## config.mk

```make
export PLATFORM = sky130hd
export DESIGN_NAME = fp_addsub_pipe
export DESIGN_NICKNAME = d
export VERILOG_FILES = /design/src/rtl/fp_pkg.sv /design/src/rtl/fp_norm_round.sv /design/src/rtl/fp_addsub_pipe.sv
export SDC_FILE = /design/constraint.sdc
export NUM_CORES = 1
export LEC_CHECK = 0
export CAP_MARGIN = 20
export CORE_ASPECT_RATIO = 1.2
export CORE_MARGIN = 2
export CORE_UTILIZATION = 45
export DETAILED_ROUTE_END_ITERATION = 10
export PLACE_DENSITY_LB_ADDON = 0.25
export SYNTH_ARGS = -nofsm -noshare
export SYNTH_HDL_FRONTEND = slang
export SYNTH_SLANG_ARGS = --single-unit
```

## constraint.sdc

```tcl
create_clock -name clk -period 17.75 [get_ports clk]
set_input_delay 3.55 -clock clk [delete_from_list [all_inputs] [get_ports clk]]
set_output_delay 3.55 -clock clk [all_outputs]
set_load 0.02 [all_outputs]
```

## src/rtl/fp_pkg.sv

```systemverilog
// fp_pkg: shared operand struct, flag bit positions and canonical quiet-NaN builder
package fp_pkg;
  localparam int FP_EXP_W = 8;
  localparam int FP_MAN_W = 23;
  localparam int FLAG_INV = 2;
  localparam int FLAG_OVF = 1;
  localparam int FLAG_UNF = 0;
  typedef struct packed {
    logic sign;
    logic [FP_EXP_W-1:0] exp;
    logic [FP_MAN_W-1:0] mant;
    logic is_zero;
    logic is_inf;
    logic is_nan;
  } fp_unpacked_t;
  function automatic logic [63:0] canon_nan(input int exp_w, input int man_w);
    return (((64'd1 << exp_w) - 64'd1) << man_w) | (64'd1 << (man_w - 1));
  endfunction
endpackage

```

## src/rtl/fp_norm_round.sv

```systemverilog
// fp_norm_round: normalise, round and pack a raw magnitude sum; FP_ADDSUB_RNE_EN selects round-to-nearest-even, otherwise truncation
module fp_norm_round import fp_pkg::*; #(
  parameter int EXP_W = FP_EXP_W,
  parameter int MAN_W = FP_MAN_W,
  localparam int W = 1 + EXP_W + MAN_W,
  localparam int SW = MAN_W + 4,
  localparam int LZ_W = $clog2(SW + 1)
) (
  input logic sign,
  input logic [EXP_W-1:0] exp,
  input logic [SW:0] sum,
  input logic sp_en,
  input logic [W-1:0] sp_word,
  input logic [2:0] sp_flags,
  output logic [W-1:0] word,
  output logic [2:0] flags
);
  localparam logic signed [EXP_W+1:0] EMAX = (EXP_W+2)'((1 << EXP_W) - 1);
  logic [LZ_W-1:0] lz;
  logic [SW-1:0] m;
  logic signed [EXP_W+1:0] ex;
  logic signed [EXP_W+1:0] ex_r;
  logic inc;
  logic [MAN_W+1:0] mr;
  // leading-zero count of the carry-free sum; the highest set bit wins
  always_comb begin
    lz = '0;
    for (int i = 0; i < SW; i++) if (sum[i]) lz = LZ_W'(SW - 1 - i);
  end
  assign m = sum[SW] ? {sum[SW:2], sum[1] | sum[0]} : sum[SW-1:0] << lz;
  assign ex = (EXP_W+2)'(exp) + (sum[SW] ? (EXP_W+2)'(1) : -(EXP_W+2)'(lz));
`ifdef FP_ADDSUB_RNE_EN
  assign inc = m[2] & (m[1] | m[0] | m[3]);
`else
  logic unused_grs;
  assign inc = 1'b0;
  assign unused_grs = ^m[2:0];
`endif
  assign mr = {1'b0, m[SW-1:3]} + (MAN_W+2)'(inc);
  assign ex_r = ex + (EXP_W+2)'(mr[MAN_W+1]);
  assign word = sp_en ? sp_word
    : ~|sum ? '0
    : ex <= 0 ? {sign, {(W-1){1'b0}}}
    : ex_r >= EMAX ? {sign, {EXP_W{1'b1}}, {MAN_W{1'b0}}}
    : {sign, ex_r[EXP_W-1:0], mr[MAN_W-1:0]};
  assign flags = sp_en ? sp_flags
    : ~|sum ? 3'b000
    : ex <= 0 ? 3'(1) << FLAG_UNF
    : ex_r >= EMAX ? 3'(1) << FLAG_OVF
    : 3'b000;
endmodule

```

## src/rtl/fp_addsub_pipe.sv

```systemverilog
// fp_addsub_pipe: 3-stage floating-point add/subtract with valid/ready flow control; define FP_ADDSUB_RNE_EN for round-to-nearest-even
module fp_addsub_pipe import fp_pkg::*; #(
  parameter int EXP_W = FP_EXP_W,
  parameter int MAN_W = FP_MAN_W,
  localparam int W = 1 + EXP_W + MAN_W,
  localparam int SW = MAN_W + 4
) (
  input logic clk,
  input logic n_rst,
  input logic in_valid,
  output logic in_ready,
  input logic [W-1:0] op_a,
  input logic [W-1:0] op_b,
  input logic sub,
  output logic out_valid,
  input logic out_ready,
  output logic [W-1:0] result,
  output logic [2:0] flags
);
  logic adv;
  fp_unpacked_t ua;
  fp_unpacked_t ub;
  logic swap;
  logic [SW-1:0] sa_sig;
  logic [SW-1:0] sb_sig;
  logic [SW-1:0] big_sig;
  logic [SW-1:0] sml_sig;
  logic [SW-1:0] sml_al;
  logic [EXP_W-1:0] ediff;
  logic sp_nan;
  logic sp_en;
  logic [W-1:0] sp_word;
  logic [2:0] sp_flags;
  logic v1;
  logic v2;
  logic s1_sign;
  logic s1_sub;
  logic s1_sp;
  logic [EXP_W-1:0] s1_exp;
  logic [SW-1:0] s1_big;
  logic [SW-1:0] s1_sml;
  logic [W-1:0] s1_spw;
  logic [2:0] s1_spf;
  logic s2_sign;
  logic s2_sp;
  logic [EXP_W-1:0] s2_exp;
  logic [SW:0] s2_sum;
  logic [W-1:0] s2_spw;
  logic [2:0] s2_spf;
  logic [W-1:0] nr_word;
  logic [2:0] nr_flags;
  function automatic fp_unpacked_t unpack(input logic [W-1:0] x, input logic neg);
    fp_unpacked_t u;
    u.sign = x[W-1] ^ neg;
    u.exp = x[MAN_W +: EXP_W];
    u.mant = x[MAN_W-1:0];
    u.is_zero = u.exp == '0;
    u.is_inf = &u.exp && u.mant == '0;
    u.is_nan = &u.exp && u.mant != '0;
    return u;
  endfunction
  assign adv = out_ready || !out_valid;
  assign in_ready = adv;
  assign ua = unpack(op_a, 1'b0);
  assign ub = unpack(op_b, sub);
  assign swap = {ub.exp, ub.mant} > {ua.exp, ua.mant};
  assign sa_sig = ua.is_zero ? '0 : {1'b1, ua.mant, 3'b000};
  assign sb_sig = ub.is_zero ? '0 : {1'b1, ub.mant, 3'b000};
  assign big_sig = swap ? sb_sig : sa_sig;
  assign sml_sig = swap ? sa_sig : sb_sig;
  assign ediff = swap ? ub.exp - ua.exp : ua.exp - ub.exp;
  assign sml_al = int'(ediff) < SW - 1
    ? (sml_sig >> ediff) | SW'(|(sml_sig & ((SW'(1) << ediff) - SW'(1))))
    : SW'(|sml_sig);
  assign sp_nan = ua.is_nan || ub.is_nan || (ua.is_inf && ub.is_inf && ua.sign != ub.sign);
  assign sp_en = sp_nan || ua.is_inf || ub.is_inf || (ua.is_zero && ub.is_zero);
  assign sp_word = sp_nan ? W'(canon_nan(EXP_W, MAN_W))
    : ua.is_inf ? {ua.sign, {EXP_W{1'b1}}, {MAN_W{1'b0}}}
    : ub.is_inf ? {ub.sign, {EXP_W{1'b1}}, {MAN_W{1'b0}}}
    : {ua.sign & ub.sign, {(W-1){1'b0}}};
  assign sp_flags = 3'(sp_nan) << FLAG_INV;
  // stage valids and the registered output advance together whenever the output is free
  always_ff @(posedge clk) begin
    if (!n_rst) begin
      v1 <= 1'b0;
      v2 <= 1'b0;
      out_valid <= 1'b0;
      result <= '0;
      flags <= '0;
    end else if (adv) begin
      v1 <= in_valid;
      v2 <= v1;
      out_valid <= v2;
      result <= nr_word;
      flags <= nr_flags;
    end
  end
  // S1: ordered, aligned significands plus any special-case result
  always_ff @(posedge clk) begin
    if (adv) begin
      s1_sign <= swap ? ub.sign : ua.sign;
      s1_sub <= ua.sign ^ ub.sign;
      s1_exp <= swap ? ub.exp : ua.exp;
      s1_big <= big_sig;
      s1_sml <= sml_al;
      s1_sp <= sp_en;
      s1_spw <= sp_word;
      s1_spf <= sp_flags;
    end
  end
  // S2: magnitude add or subtract; the larger operand is first so no borrow can occur
  always_ff @(posedge clk) begin
    if (adv) begin
      s2_sign <= s1_sign;
      s2_exp <= s1_exp;
      s2_sum <= s1_sub ? {1'b0, s1_big} - {1'b0, s1_sml} : {1'b0, s1_big} + {1'b0, s1_sml};
      s2_sp <= s1_sp;
      s2_spw <= s1_spw;
      s2_spf <= s1_spf;
    end
  end
  fp_norm_round #(.EXP_W(EXP_W), .MAN_W(MAN_W)) u_norm (
    .sign(s2_sign),
    .exp(s2_exp),
    .sum(s2_sum),
    .sp_en(s2_sp),
    .sp_word(s2_spw),
    .sp_flags(s2_spf),
    .word(nr_word),
    .flags(nr_flags)
  );
endmodule

```

* Yosys cells after proc, flatten, opt, wreduce, memory -nomap -nowiden *
Index checks and enable logic that the tools add are counted.

cells by class
  add/subtract/negate cells = 7
  bitwise gates (word level) = 6
  reductions and logical operators = 26
  order comparisons = 4
  eq/ne operators = 1
  muxes and demuxes = 48
  shift-type cells = 3

operators by type and width
  kind                                                 count
  2-to-1 mux 5 bit                                     27
  2-to-1 mux 32 bit                                    4
  2-to-1 mux 27 bit                                    4
  2-to-1 mux 31 bit                                    2
  OR reduction 27 bit                                  2
  logical NOT 23 bit                                   2
  nonzero test 23 bit                                  2
  greater-than comparator 31 bit                       1
  adder 27 x 27 -> 28 bit                              1
  2-to-1 mux 28 bit                                    1
  OR reduction 28 bit                                  1
  subtractor 27 x 27 -> 28 bit                         1
  bitwise AND 27 bit                                   1
  bitwise OR 27 x 1 -> 27 bit                          1
  << shifter 1 x 8 -> 27 bit (first input constant)    1
  << shifter 27 x 5 -> 26 bit                          1
  >> shifter 27 x 8 -> 27 bit                          1
  subtractor 27 x 1 -> 27 bit (second input constant)  1
  2-to-1 mux 26 bit                                    1
  logical NOT 8 bit                                    2
  2-to-1 mux 8 bit                                     2
  AND reduction 8 bit                                  2
  subtractor 8 bit                                     2
  adder 8 x 10 -> 10 bit                               1
  16 further kinds                                     31

storage, ports and cells
  logic and storage cells = 116
  bits of input ports = 69
  register bits = 207
  output and inout port bits = 37

* Depth between registers and ports, before layout *
Gate-level depths: netlist of run 1.

  depth in word-level cells = 35
  mapped depth = 25
  depth with buffers taken out = 21

* Cells and area by module *
A second synthesis of run 1 with hierarchy kept.

second synthesis, totals
  cell total of the unflattened synthesis = 1728
  area total of the unflattened synthesis = 14142.3 µm²

by module, submodules not included
  module          cells each  instances  area each (µm²)
  fp_addsub_pipe  1275        1          11213.3
  fp_norm_round   453         1          2929.1

* Worst setup path after synthesis of run 1 *
Ideal clock, no wire load.

  kind = input port to output port
  start point = input out_ready
  end point = output in_ready
  cell stages on the path = 5
  arrival = 7.362 ns
  setup slack = 6.838 ns
  required time = 14.200 ns
  path buffers = 3
  path through = nor2b_1 clkbuf_1 inv_1 clkbuf_1 clkbuf_1

on the way
  cells in the longest elaborated chain, start to end = 1

RTL lines
  item                line                  text
  start: declaration  fp_addsub_pipe.sv:16  input logic out_ready,
  logical OR 1 bit    fp_addsub_pipe.sv:62  assign adv = out_ready || !out_valid;
  end: declaration    fp_addsub_pipe.sv:11  output logic in_ready,

Every way passes these cells.

* Final worst setup path of run 1 *
Ends and elaborated chain as after synthesis.

==> key figures, run 1 <==
Outcome
  • Outcome: finished, final reports clean

Floorplan
  • Row count: 69
  • Chip Height: 194 µm
  • Die width: 162 µm
  • Core Box Area: 29,600 µm²
  • Starting Density: 45.8%
  • Die Area: 31,500 µm²
  • I/O pin count: between 100 and 150

CTS
  • Worst skew pair latency: 0.43 ns
  • Hold-fix buffers, CTS: 0
  • CTS tree: yes
  • CTS max path bufs: 2
  • Clk sinks: between 100 and 150
  • CTS Buf Count: 17
  • Clock-pin slew on the worst setup and hold paths: roughly 0.06 ns
  • Postcts setup bufs: 0
  • H-tree depth: 4
  • Clock root buffer: clkbuf_16
  • Post-CTS resize count: 0

Synth
  • Top_reg_cell synth: edfxtp_1
  • Post-synth top area cell: edfxtp_1
  • Top post-synthesis cells by area: edfxtp_1, ha_1, mux2i_1
  • Count leader, synth: nand2_1
  • Post-synthesis mux area share: 10.2%
  • Mapped Cells: 1,607
  • Largest family of logic cells by synthesized area: compound AO/OA/AOI/OAI gates
  • Sequential area share after synthesis: between 20% and 30%
  • XOR/XNOR Fraction of Synth Area: 4.07%
  • Library cells used by synthesis: 99
  • Top cell type's share of synthesized area: 23.9%
  • Syn nets: 1,753
  • Synth Area in Compound Gates: 23.5%
  • Number of enable flip-flop cells after synthesis: ~110
  • Fraction of the mapped netlist area in adder cells: 7.27%
  • Synth cell count leaders: nand2_1, nor2_1, a21oi_1, edfxtp_1, mux2i_1
  • Syn avg cell area: 8.44 µm²
  • Mapped Area: about 14,000 µm²
  • Fraction of registers with async set/reset: 0%
  • Simple-Gate Fraction of Synth Area: 19.9%
  • Yosys Warn Count: 0
  • Synth Register Bits: 146

GRT
  • Initial antenna violation count: 0
  • Largest net degree at the start of global routing: 75
  • Total congestion overflow: 0
  • Global-route wire length before repair: around 69,000 µm
  • Vias in the first global route: 12,400
  • GRT Resource Usage Total: between 20 and 30%

Timing
  • Setup violators final: 0
  • TNS Setup: 0 ns
  • Slew Limit Fails: 0
  • Worst-Margin Slew: slightly above 0.9 ns
  • RSZ-0062 raised after global routing: false
  • Post-layout min period: about 9.0 ns
  • Final setup skew: 0.0137 ns
  • Fmax: 111 MHz
  • Final number of hold-violating endpoints: 0
  • Slew margin rel.: a little under two fifths
  • Final period utilization: 50.6%

Routing
  • Routed vias: 12,800
  • Final wirelength: 45,000 µm
  • Final ANT Viol Nets: 0
  • WL/cell: 21.9 µm
  • Drt via density: 6.23
  • # DRC: 0
  • Pre-antenna DRT Iters: 5
  • Starting DRT DRC Count: 1,183

Worst setup path
  • Critical path type: in -> out
  • Startpoint types: input pin
  • CP required: between 10 and 15 ns
  • Crit path DAT: about 5.4 ns
  • CP endpoint kind: output pin
  • R2r worst-path depth: 21
  • Maximum fanout along the worst path: 56

Place
  • Port-buffer cells: 105
  • DP HPWL: 35,200 µm
  • RePlAce Congestion: 0.992

Finish
  • N_diodes: 0
  • Layout cells sized above 1: 6.78%
  • Final Util: between 50 and 60%
  • Area delta synth->final: 13.4%
  • Nets@finish: 1,799
  • Fillers: about 2,800

Pwr
  • Pwr per Cell Area: 144 nW/µm²
  • Peak VDD IR: between 0.07 and 0.08 mV
  • LEAKAGE: 6.24 nW

Run
  • Maxcap violations: 0

Hold path
  • Hold Crit Class: reg -> reg
  • WHS Path Cells: 0
## power breakdown
group / switching, W / internal [W]
clock network: 0.000149 / 0.000200
logic: 0.000773 / 0.000516
registers: 0.000108 / 0.000462
total: 0.00103 / 0.00118
## metal layers
metal	wire length, µm	track usage [%]	vias to the layer above
li1	-	-	6122
met1	17500	32.6	6059
met2	22200	49.0	480
met3	2240	3.70	140
met4	3000	18.4	0
met5	0	0	-
## worst max-delay path: stages
cell and delay [ns]:
clkdlybuf4s50_1 0.46, nor2b_1 0.04, buf_4 0.19, inv_4 0.45, clkdlybuf4s50_1 0.72
## layout make-up
type                    count  area (µm²)  share of cell area [%]
repair buffers            122        1180                    7.67
inverters                  80         303                    1.97
well taps                 390         488                    3.18
multi-input cells        1286        8810                    57.3
clock inverters            13         109                   0.708
flip-flops and latches    146        4000                    26.1
clock buffers              19         475                    3.09
## metrics by stage
stage | cells | hold WS [ns] | area [µm²] | worst slack, ns | total power [W]
finish | 2056 | 0.421 | 15400 | 8.76 | 0.00221
global route | 2056 | 0.426 | 15400 | 8.65 | 0.00235
CTS | 2056 | 0.420 | 15400 | 8.74 | 0.00220
detailed placement | 2024 | 0.405 | 14800 | 8.74 | 0.00185
global placement | 2024 | 0.405 | 14800 | 8.64 | 0.00184
floorplan | 1607 | 0.400 | 13600 | 6.84 | 0.00148
## worst paths after layout
kind,from,endpoint,slack [ns]
worst max-delay path,out_ready,in_ready,8.76
worst max register to register,s2_sum[0],result[21],11.53
worst min register to register,s1_exp[4],s2_exp[4],0.42
worst min-delay path,s1_exp[4],s2_exp[4],0.42
## cells by family after synthesis
family                   after synthesis
AND/OR/NAND/NOR                      550
AO/OA/AOI/OAI                        477
buffers and inverters                175
flip-flops                           146
multiplexers                         119
adder cells (fa/ha/maj)               77
XOR/XNOR                              63
## state kept, by name, indices dropped and copies added, names as in the netlist, 3 cells and up
signal  cells
result     32
s2_sum     28
s1_sml     27
s1_big     24
s1_exp      8
s2_exp      8
flags       3
s1_spw      3
s2_spw      3
## placed cells by master (no fill, tap or decap), types with 33 or more instances in the layout
master / n
mux2i_1: 91
xnor2_1: 55
dfxtp_1: 38
inv_1: 78
edfxtp_1: 108
nor2_1: 138
nor3_1: 50
ha_1: 74
nand2_1: 166
o21ai_0: 82
nand3_1: 33
a21oi_1: 115
nor4_1: 33
clkdlybuf4s50_1: 105
No activity file was read; power rests on OpenSTA's default activity.
==> run 2: changes to the inputs <==
==> constraint.sdc (replaced) <==
create_clock -name clk -period 8.85 [get_ports clk]
set_input_delay 1.77 -clock clk [delete_from_list [all_inputs] [get_ports clk]]
set_output_delay 1.77 -clock clk [all_outputs]
set_load 0.02 [all_outputs]
==> key figures, run 2 (synthesis gave the netlist of run 1 again) <==
Worst setup path
  • Crit path DAT: 7.09 ns (+1.65 ns)
  • CP required: 9.01 ns (-5.19 ns)
  • Maximum fanout along the worst path: 32 (-43%)
  • Critical path type: in -> reg
  • Startpoint types: input pin
  • CP top delay family: simple AND/OR/NAND/NOR gates
  • CP endpoint kind: flop
  • Crit-path cells: clkdlybuf4s50_1 -> ha_1 -> inv_1 -> fa_1 -> nand2b_1 -> a21oi_1 -> o22a_2 -> o21a_1 -> nand2_4 -> mux2i_1 -> nand2_1 -> or3_1 -> a211o_1 -> o41ai_2 -> o211ai_1
  • Bufs and invs on worst path: 2 (-2)
  • CP max stage delay: 0.74 ns (+0.02 ns)
  • Crit-path slowest cell: or3_1

CTS
  • Clock-pin slew on the worst setup and hold paths: 0.07 ns (about the same)
  • H-tree depth: 4 (unchanged)
  • Clk sinks: 146 (unchanged)
  • Worst skew pair latency: 0.43 ns (about the same)
  • Postcts setup bufs: 0 (unchanged)
  • CTS tree: yes
  • Clock root buffer: clkbuf_16
  • CTS max path bufs: 2 (unchanged)
  • Post-CTS resize count: 0 (unchanged)
  • CTS Buf Count: 17 (unchanged)
  • Hold-fix buffers, CTS: 0 (unchanged)

Place
  • Port-buffer cells: 105 (unchanged)
  • Placed Instances: 2,024 (unchanged)
  • RePlAce Congestion: 0.982 (-1.1%)
  • DP HPWL: 36,400 µm (+3.4%)
  • Post-place setup slack: 1.60 ns (-7.14 ns)

Timing
  • Slew margin rel.: 27.7% (-9.8 points)
  • Final number of hold-violating endpoints: 0 (unchanged)
  • Worst-Margin Slew: 1.08 ns (+0.157 ns)
  • Final setup skew: 0.0139 ns (+0.000154 ns)
  • Fin worst setup slack: 1.93 ns (-6.83 ns)
  • Post-layout min period: roughly 7 ns
  • RSZ-0062 raised after global routing: false
  • Slew Limit Fails: 0 (unchanged)
  • Final period utilization: 78.2%
  • Setup violators final: 0 (unchanged)
  • Fmax: 144 MHz
  • TNS Setup: 0 ns (unchanged)

Finish
  • Reg with most FFs: result
  • Most frequent cells in the layout: nand2_1, nor2_1, a21oi_1
  • Number of flip-flops in the largest register: 32 (unchanged)
  • Area delta synth->final: 13.5% (about the same)
  • N_diodes: 0 (unchanged)
  • Top flop regs: result: 32 flops, s2_sum: 28 flops, s1_sml: 27 flops
  • Layout cells sized above 1: 6.78% (unchanged)
  • Final Util: 51.9% (about the same)
  • Nets@finish: 1,799 (unchanged)
  • Most common cell after layout, fill and taps aside: nand2_1
  • Fin cells: 2,056 (unchanged)

Run
  • Maxcap violations: 0 (unchanged)

Floorplan
  • Core Box Area: 29,600 µm² (unchanged)
  • Die width: 162 µm (unchanged)
  • Chip Height: 194 µm (unchanged)
  • Die Area: 31,500 µm² (unchanged)
  • I/O pin count: 106 (unchanged)
  • Starting Density: 45.8% (unchanged)
  • Row count: 69 (unchanged)

Pwr
  • Peak VDD IR: 0.149 mV (+100%)
  • LEAKAGE: 6.23 nW (about the same)
  • Pwr Total: 0.00448 W (+100%)
  • Pwr per Cell Area: 291 nW/µm² (+100%)

Routing
  • Pre-antenna DRT Iters: 5 (unchanged)
  • Drt via density: 6.32 (+1.4%)
  • Routed vias: 13,000 (+1.4%)
  • Final wirelength: 46,400 µm (+3.2%)
  • Starting DRT DRC Count: 1,023 (-14%)
  • Final ANT Viol Nets: 0 (unchanged)
  • WL/cell: 22.6 µm (+3.2%)
  • # DRC: 0 (unchanged)

GRT
  • Initial antenna violation count: 2 (+2)
  • GRT Resource Usage Total: 29.2% (+0.86 points)
  • Total congestion overflow: 0 (unchanged)
  • Largest net degree at the start of global routing: 67 (-11%)
  • Vias in the first global route: 12,600 (+1.5%)
  • Global-route wire length before repair: 70,900 µm (+2.4%)

Outcome
  • Outcome: finished, final reports clean

Hold path
  • Hold Crit Class: reg -> reg
run 2: through the flow:
step	hold WS, ns	cell area, µm²
2_1_floorplan	0.400	13600
4_1_cts	0.419	15400
3_5_place_dp	0.405	14800
6_report	0.419	15400
3_3_place_gp	0.402	14800
5_1_grt	0.421	15400
run 2: power breakdown:
part	switching [W]	leakage, nW	internal, W	total, W
combinational	0.00158	4.44	0.00104	0.00262
clock	0.000305	0.288	0.000425	0.000730
sequential	0.000207	1.50	0.000925	0.00113
total	0.00209	6.23	0.00239	0.00448
run 2: final timing paths:
kind	from	endpoint	slack [ns]	cells past startpoint
max	op_b[23]	s1_sml[0]	1.93	15
min reg2reg	s1_spw[31]	s2_spw[31]	0.42	0
max reg2reg	s2_sum[0]	result[5]	3.39	21
min	s1_spw[31]	s2_spw[31]	0.42	0
run 2: layer usage:
metal	up-vias	global-route usage [%]	wire, µm
met5	-	0	13
met4	2	19.2	3250
met3	164	3.57	2360
met2	525	50.6	22800
met1	6174	33.6	17900
li1	6120	-	-
run 2: worst reg2reg max path: cells and delay by family, from the launching register on:
kind | cells | cell delay, ns
adder cells (fa/ha/maj) | 2 | 0.53
AND/OR/NAND/NOR | 7 | 1.64
flip-flops | 1 | 0.54
buffers and inverters | 1 | 0.08
AO/OA/AOI/OAI | 9 | 2.29
XOR/XNOR | 2 | 0.26
run 2: cell type report:
class	instances	area, µm²
Fill cell	2839	14200
Multi-Input combinational cell	1286	8810
Sequential cell	146	4000
Timing Repair Buffer	122	1180
Tap cell	390	488
Clock buffer	18	429
Inverter	80	303
Clock inverter	14	166
==> run 3: changes to the inputs <==
==> constraint.sdc (replaced) <==
create_clock -name clk -period 6.25 [get_ports clk]
set_input_delay 1.25 -clock clk [delete_from_list [all_inputs] [get_ports clk]]
set_output_delay 1.25 -clock clk [all_outputs]
set_load 0.02 [all_outputs]
==> key figures, run 3 (synthesis gave the netlist of run 1 again) <==
Routing
  • Drt via density: 6.27 (-0.75%)
  • WL/cell: 21.7 µm (-4.1%)
  • Final ANT Viol Nets: 0 (unchanged)
  • # DRC: 0 (unchanged)
  • Final wirelength: 45,300 µm (-2.4%)
  • Pre-antenna DRT Iters: 6 (+1)
  • Starting DRT DRC Count: 1,265 (+24%)
  • Routed vias: 13,100 (+0.94%)

CTS
  • Clock-pin slew on the worst setup and hold paths: 0.06 ns (about the same)
  • Clk sinks: 146 (unchanged)
  • Clock root buffer: clkbuf_16
  • H-tree depth: 4 (unchanged)
  • Worst skew pair latency: 0.43 ns (about the same)
  • CTS tree: yes
  • CTS max path bufs: 2 (unchanged)
  • Hold-fix buffers, CTS: 0 (unchanged)
  • Post-CTS resize count: 0 (unchanged)
  • Postcts setup bufs: 0 (unchanged)
  • CTS Buf Count: 17 (unchanged)

Run
  • Maxcap violations: 0 (unchanged)

Timing
  • Final setup skew: 0.0126 ns (-0.00125 ns)
  • TNS Setup: 0 ns (unchanged)
  • Min Hold Slack: 0.417 ns (-0.00209 ns)
  • Worst-Margin Slew: 0.918 ns (-0.164 ns)
  • Post-layout min period: 5.74 ns
  • Final number of hold-violating endpoints: 0 (unchanged)
  • Slew margin rel.: 38.0% (+10 points)
  • RSZ-0062 raised after global routing: false
  • Slew Limit Fails: 0 (unchanged)
  • Setup violators final: 0 (unchanged)
  • Fmax: 174 MHz
  • Final period utilization: around nine tenths

Pwr
  • Peak VDD IR: 0.223 mV (+50%)
  • Pwr Total: 0.00635 W (+42%)
  • Pwr per Cell Area: 405 nW/µm² (+39%)
  • LEAKAGE: 6.42 nW (+3.0%)

Worst setup path
  • Crit path DAT: 5.91 ns (-1.18 ns)
  • CP endpoint kind: flop
  • CP required: 6.42 ns (-2.59 ns)
  • Critical path type: in -> reg
  • Maximum fanout along the worst path: 22 (-31%)
  • Startpoint types: input pin

Floorplan
  • Starting Density: 45.8% (unchanged)
  • Die Area: 31,500 µm² (unchanged)
  • Die width: 162 µm (unchanged)
  • Row count: 69 (unchanged)
  • Core Box Area: 29,600 µm² (unchanged)
  • Chip Height: 194 µm (unchanged)
  • I/O pin count: 106 (unchanged)

GRT
  • Vias in the first global route: 12,700 (+0.61%)
  • Total congestion overflow: 0 (unchanged)
  • Initial antenna violation count: 0 (-2)
  • GRT Resource Usage Total: 28.8% (-0.33 points)
  • Global-route wire length before repair: 71,100 µm (+0.30%)
  • Largest net degree at the start of global routing: 74 (+10%)

Finish
  • Reg with most FFs: result
  • Most common cell after layout, fill and taps aside: nand2_1
  • Fillers: 2,780 (-2.1%)
  • Area taken by multi-input logic gates: 8810 µm² (unchanged)
  • Top flop regs: result: 32 flops, s2_sum: 28 flops, s1_sml: 27 flops
  • Area delta synth->final: 15.5%
  • Flip-flop and latch area: 4000 µm² (unchanged)
  • Most frequent cells in the layout: nand2_1, nor2_1, a21oi_1
  • Number of flip-flops in the largest register: 32 (unchanged)
  • N_diodes: 0 (unchanged)
  • Nets@finish: 1,834 (+1.9%)
  • Layout cells sized above 1: 8.64% (+1.9 points)

Place
  • DP HPWL: 35,900 µm (-1.5%)
  • RePlAce Congestion: 1.05 (+6.6%)
  • Port-buffer cells: 105 (unchanged)

Outcome
  • Outcome: finished, final reports clean

Hold path
  • Hold Crit Class: reg -> reg
run 3: area by class of cell:
type,count,area share [%]
tap,390,3.12
timing repair buffer,157,9.37
inverter,80,1.93
sequential,146,25.6
multi-input combinational,1286,56.3
clock inverter,12,0.751
clock buffer,20,2.99
run 3: final timing paths:
| check | slack, ns | endpoint | startpoint | cells after the start |
|---|---|---|---|---|
| worst max-delay path | 0.51 | s1_sml[0] | op_a[20] | 14 |
| worst min-delay path | 0.42 | s2_sign | s1_sign | 0 |
| worst max register to register | 1.15 | result[21] | s2_sum[0] | 21 |
| worst min register to register | 0.42 | s2_sign | s1_sign | 0 |
run 3: worst max-delay path, cell delays in order:
cell and delay (ns):
clkdlybuf4s50_1 0.64, inv_1 0.08, ha_1 0.31, nand4_2 0.22, nor4_4 0.55, o221ai_2 0.32, and4b_1 0.42, o21ai_1 0.38
nand2_1 0.12, buf_4 0.23, nor4_1 0.61, o21ai_0 0.20, a221oi_1 0.45, o211ai_1 0.13
run 3: layer usage:
layer  up-vias  routed length (µm)  GRT usage, %
met5         -                   0             0
met3       172                2280          3.42
met1      6161               17600          33.5
met2       585               22300          50.0
met4         0                3110          18.7
li1       6189                   -             -
run 3: metrics by stage:
step                worst slack (ns)  util [%]  std cells  area [µm²]
detailed placement             0.163      50.9       2059       15100
CTS                            0.617      52.9       2091       15700
finish                         0.514      52.9       2091       15700
floorplan                       1.07         -       1607       13600
global route                   0.290      52.9       2091       15700
global placement               0.236      50.9       2059       15100
run 3: power breakdown:
part	total (W)	internal, W	switching (W)
Clock	0.00100	0.000590	0.000412
Combinational	0.00373	0.00151	0.00222
Sequential	0.00161	0.00131	0.000303
Total	0.00635	0.00341	0.00293
